[src/rtl/rf_pkg.sv]
// ============================================================================
// Module  : rf_pkg
// Brief   : Shared defaults, constants and scanner state type for the
//           rf_bank_dbg register file.
// Revision: 1.0 - initial release
// ============================================================================
`default_nettype none

package rf_pkg;

  localparam int DEFAULT_DATA_W = 32;
  localparam int DEFAULT_ADDR_W = 5;
  localparam int REG_ZERO       = 0;

  typedef enum logic [0:0] {
    SCAN_IDLE = 1'b0,
    SCAN_RUN  = 1'b1
  } scan_state_t;

endpackage

`default_nettype wire

[src/rtl/rf_dbg_scanner.sv]
// ============================================================================
// Module  : rf_dbg_scanner
// Brief   : Debug index scanner: prescaler, wrapping index counter and a
//           one-cycle tick on every index step.
// Revision: 1.0 - initial release
// ============================================================================
`default_nettype none

module rf_dbg_scanner
  import rf_pkg::*;
#(
  parameter int ADDR_W   = DEFAULT_ADDR_W,
  parameter int SCAN_DIV = 24
) (
  input  logic              clk,
  input  logic              rst,
  input  logic              dbg_mode,
  input  logic              dbg_hold,
  output logic [ADDR_W-1:0] dbg_idx,
  output logic              dbg_tick
);

  scan_state_t         r_state;
  scan_state_t         w_state_nxt;
  logic [SCAN_DIV-1:0] r_presc;
  logic [SCAN_DIV-1:0] w_presc_nxt;
  logic [ADDR_W-1:0]   r_idx;
  logic [ADDR_W-1:0]   w_idx_nxt;
  logic                r_tick;
  logic                w_tick_nxt;
  logic                w_presc_wrap;

  assign w_presc_wrap = (r_presc == {SCAN_DIV{1'b1}});

  always_ff @(posedge clk) begin
    if (rst) begin
      r_state <= SCAN_IDLE;
      r_presc <= '0;
      r_idx   <= '0;
      r_tick  <= 1'b0;
    end else begin
      r_state <= w_state_nxt;
      r_presc <= w_presc_nxt;
      r_idx   <= w_idx_nxt;
      r_tick  <= w_tick_nxt;
    end
  end

  // Counters are always zero in IDLE, so a step taken on the entry edge
  // starts from index 0 / prescaler 0.
  always_comb begin
    w_state_nxt = r_state;
    w_presc_nxt = r_presc;
    w_idx_nxt   = r_idx;
    w_tick_nxt  = 1'b0;
    case (r_state)
      SCAN_IDLE: begin
        w_presc_nxt = '0;
        w_idx_nxt   = '0;
        if (dbg_mode) begin
          w_state_nxt = SCAN_RUN;
          if (!dbg_hold) begin
            w_presc_nxt = r_presc + 1'b1;
            if (w_presc_wrap) begin
              w_idx_nxt  = r_idx + 1'b1;
              w_tick_nxt = 1'b1;
            end
          end
        end
      end
      SCAN_RUN: begin
        if (!dbg_mode) begin
          w_state_nxt = SCAN_IDLE;
          w_presc_nxt = '0;
          w_idx_nxt   = '0;
        end else if (!dbg_hold) begin
          w_presc_nxt = r_presc + 1'b1;
          if (w_presc_wrap) begin
            w_idx_nxt  = r_idx + 1'b1;
            w_tick_nxt = 1'b1;
          end
        end
      end
      default: begin
        w_state_nxt = SCAN_IDLE;
        w_presc_nxt = '0;
        w_idx_nxt   = '0;
      end
    endcase
  end

  assign dbg_idx  = r_idx;
  assign dbg_tick = r_tick;

endmodule

`default_nettype wire

[src/rtl/rf_bank_dbg.sv]
// ============================================================================
// Module  : rf_bank_dbg
// Brief   : 2R/1W register file (x0 hardwired to zero) with a debug scanner
//           for the 7-segment display. Optional macro RF_BYPASS_EN enables
//           write-first forwarding on all read ports.
// Revision: 1.0 - initial release
// ============================================================================
`default_nettype none

module rf_bank_dbg
  import rf_pkg::*;
#(
  parameter int DATA_W     = DEFAULT_DATA_W,
  parameter int ADDR_W     = DEFAULT_ADDR_W,
  parameter int SCAN_DIV   = 24,
  parameter int INIT_INDEX = 1
) (
  input  logic              clk,
  input  logic              rst,
  input  logic              we,
  input  logic [ADDR_W-1:0] waddr,
  input  logic [DATA_W-1:0] wdata,
  input  logic [ADDR_W-1:0] raddr1,
  output logic [DATA_W-1:0] rdata1,
  input  logic [ADDR_W-1:0] raddr2,
  output logic [DATA_W-1:0] rdata2,
  input  logic              dbg_mode,
  input  logic              dbg_hold,
  output logic [ADDR_W-1:0] dbg_idx,
  output logic [DATA_W-1:0] dbg_data,
  output logic              dbg_tick,
  output logic              wr_drop
);

  localparam int               c_DEPTH = 2 ** ADDR_W;
  localparam logic [ADDR_W-1:0] c_ZERO = ADDR_W'(REG_ZERO);

  logic [DATA_W-1:0] r_rf [c_DEPTH];
  logic              r_wr_drop;
  logic              w_wr_ok;

  assign w_wr_ok = we && !dbg_mode && (waddr != c_ZERO);

  always_ff @(posedge clk) begin
    if (rst) begin
      for (int i = 0; i < c_DEPTH; i++) begin
        r_rf[i] <= (INIT_INDEX != 0) ? DATA_W'(i) : '0;
      end
      r_wr_drop <= 1'b0;
    end else begin
      if (w_wr_ok) begin
        r_rf[waddr] <= wdata;
      end
      r_wr_drop <= we && (dbg_mode || (waddr == c_ZERO));
    end
  end

  function automatic logic [DATA_W-1:0] rd_port(input logic [ADDR_W-1:0] addr);
    logic [DATA_W-1:0] v;
    if (addr == c_ZERO) begin
      v = '0;
    end else begin
      v = r_rf[addr];
`ifdef RF_BYPASS_EN
      if (w_wr_ok && (addr == waddr)) begin
        v = wdata;
      end
`endif
    end
    return v;
  endfunction

  assign rdata1   = rd_port(raddr1);
  assign rdata2   = rd_port(raddr2);
  assign dbg_data = rd_port(dbg_idx);
  assign wr_drop  = r_wr_drop;

  rf_dbg_scanner #(
    .ADDR_W  (ADDR_W),
    .SCAN_DIV(SCAN_DIV)
  ) u_scanner (
    .clk     (clk),
    .rst     (rst),
    .dbg_mode(dbg_mode),
    .dbg_hold(dbg_hold),
    .dbg_idx (dbg_idx),
    .dbg_tick(dbg_tick)
  );

endmodule

`default_nettype wire

[config.mk]
export PLATFORM = sky130hd
export DESIGN_NAME = rf_bank_dbg
export DESIGN_NICKNAME = d
export VERILOG_FILES = /design/src/rtl/rf_pkg.sv /design/src/rtl/rf_dbg_scanner.sv /design/src/rtl/rf_bank_dbg.sv
export SDC_FILE = /design/constraint.sdc
export NUM_CORES = 2
export LEC_CHECK = 0
export CAP_MARGIN = 20
export CORE_MARGIN = 2
export CORE_UTILIZATION = 50
export CTS_BUF_LIST = sky130_fd_sc_hd__clkbuf_8
export DETAILED_ROUTE_END_ITERATION = 7
export GPL_TIMING_DRIVEN = 0
export MAX_ROUTING_LAYER = met4
export PLACE_DENSITY_LB_ADDON = 0.2
export SLEW_MARGIN = 20
export SYNTH_ARGS = -nofsm -noshare
export SYNTH_HDL_FRONTEND = slang
export SYNTH_SLANG_ARGS = --single-unit
[constraint.sdc]
create_clock -name clk -period 4.07 [get_ports clk]
set_input_delay 0.407 -clock clk [delete_from_list [all_inputs] [get_ports clk]]
set_output_delay 0.407 -clock clk [all_outputs]
set_load 0.005 [all_outputs]
==> metrics <==
Placed Cells 6122; synth top area cells edfxtp_1 48%, mux4_2 26%, and2_1 9.0%; CP Launch Type input port; I/O pins 155; clock skew 0.03212 ns; EDFF count, synth 1024; clk root buf clkbuf_8; vias per cell 7.448; CTS Buffer Depth 3; final hold vios 0; crit-path max FO 10; clock latency on the worst-skew pair 0.97 ns; Tightest Pin Transition 1.355 ns; Hold Slack 0.05096 ns; sequential cell area 31500 sq um; Final ANT Viol Nets 0; TritonRoute pass-1 iters 6; critical path arrival 3.85 ns; Max Cap Viol 0; Core Footprint 127000 sq um; starting density of the core 50.20%; grt total ovfl 0; failing checks negative setup slack; Ys Warns 0; area share of the largest cell type after synthesis 48.22%; Mean Syn Cell Area 14.92 sq um; std cell rows 131; status complete, but fails checks; Cell Count, Final, Fillers Out 6495; GRT Total Usage 45.63%; area of the multi-input gates 31030 sq um; ratio of cells with drive above 1 in the final layout 30.79%; Rel. slew slack 9.638%; cts bufs inserted 186; nets 4718; CTS tree yes; Vias 48370; Fillers 10090; WP data required 3.66 ns; largest net degree at the start of global routing 33; Pins Over Slew Limit 0; final-report setup violation count 79; die area 130400 sq um; clk sinks 1061; # DRC 0; Min-Delay Path Class input port to flop; period utilisation layout 104.5%; initial DRC count 9420; critical setup path kind input port to primary output; P&R area growth vs syn 13.88%; port buffer count 143; CTS Hold Buffers Added 0; total routed wirelength 290800 um; post-synthesis register bit count 1061; Fmax 235.0 MHz; synth cell count leaders 1024 x edfxtp_1, 917 x and2_1, 744 x mux4_2; minimum clock period 4.255 ns; vias in the first global route 45360; RSZ-0062 raised after global routing true; worst vdd ir 0.4241 mV; Post-synth top flop edfxtp_1; cell taking the most area after synthesis edfxtp_1; Pwr Density 363.9 nW/um^2; clock slew at reported path FFs 0.05 ns; Die H 361.1 um; detailed placement HPWL 208100 um; Seq/Total Area, Yosys 49.38%; async set or reset register ratio after synthesis 0%; post-synthesis cell type count 54; initial antenna violation count 16; Mapped Cells 4273; critical path capture point type primary output; H-tree levels 4; Placer Congestion 1.062; synthesized cell area 63770 sq um; first-pass GRT wire length 382800 um; leakage power 24.23 nW; routed wire length per instance 44.78 um; most frequent cell after synthesis edfxtp_1; die width 361.1 um; Worst Setup Slack, final -0.1849 ns
-- through the flow --
stage               worst slack [ns]   TNS [ns]  power [mW]  util (%)  area, sq um
floorplan                      1.419          0       15.13         -        63880
finish                       -0.1849     -4.668       26.43     57.17        72620
global route               -0.005691  -0.009232       26.70     57.14        72580
detailed placement            -1.312    -267.45       17.01     53.33        67750
CTS                         -0.01017   -0.01066       26.00     56.89        72270
global placement              -1.469    -636.66       16.93     53.05        67390
-- layout by cell type, fill, tap and decap left out, drive strengths merged, types with 67 or more instances in the layout --
cell type	n
a22oi	67
and2	918
buf	188
clkbuf	511
clkdlybuf4s50	138
edfxtp	1024
inv	72
mux2	116
mux2i	145
mux4	744
nand2	78
nor2	86
-- final timing paths --
kind | to | from | slack [ns] | cells after the start
setup / recovery | rdata1[26] | raddr1[4] | -0.18 | 5
hold / removal | u_scanner.r_state$_SDFF_PP0_ | rst | 0.05 | 3
setup reg to reg | u_scanner.dbg_idx[1]$_SDFFE_PP0N_ | u_scanner.r_presc[0]$_SDFFE_PP0P_ | 1.83 | 6
hold reg to reg | u_scanner.r_presc[22]$_SDFFE_PP0P_ | u_scanner.r_presc[22]$_SDFFE_PP0P_ | 0.46 | 1
-- layout make-up --
type	instances	share of cell area (%)
plain buffers	476	3.858
repair buffers	176	2.533
multi-input cells	2758	42.73
clock inverters	135	0.8391
clock buffers	194	3.677
inverters	4	0.02068
well taps	1662	2.864
diodes	29	0.09993
flip-flops and latches	1061	43.38
-- kinds of logic (layout without fill, tap and decap cells) --
family,Yosys count,count (layout),synth area share [%]
buffers and inverters,485,985,3.232
xor gates and xnor gates,1,1,0.01374
and+or+nand+nor,1336,1336,12.49
DFF,1061,1061,49.38
AOI/OAI and AO/OA,381,381,4.217
muxes,1005,1005,30.60
other,1,61,0.005881
adders and majority gates,3,3,0.05887
-- report_power, final --
part,switching (mW),internal [mW]
combinational,2.43,1.68
clock,4.87,4.49
sequential,0.408,12.5
total,7.71,18.7
-- metal layers --
metal  GRT usage, %  share of wire, %  vias up
met2          61.02                41     5008
met1          54.90                33    24490
met4          32.78               9.1        0
met3          19.79                16     1109
li1               -                 -    17770
met5              -                 0        -
-- timing repair --
action,4_1_cts,5_1_grt
setup endpoints to repair,96,57
gates cloned,0,0
resized for setup,358,52
buffers inserted,8,9
pin swaps,20,4
-- worst max-delay path, cell delays in order --
cell and delay, ns:
clkdlybuf4s50_1 0.92, nor2b_1 0.66, clkbuf_1 0.90, a221oi_1 0.38, clkdlybuf4s50_1 0.55
-- registers in the layout, indices dropped and copies added (netlist names), named ones only --
| register | count |
|---|---|
| r_rf | 1024 |
| u_scanner.r_presc | 24 |
| u_scanner.dbg_idx | 5 |
| u_scanner.dbg_tick | 1 |
| u_scanner.r_state | 1 |
| wr_drop | 1 |
(Power assumes the default switching activity.)
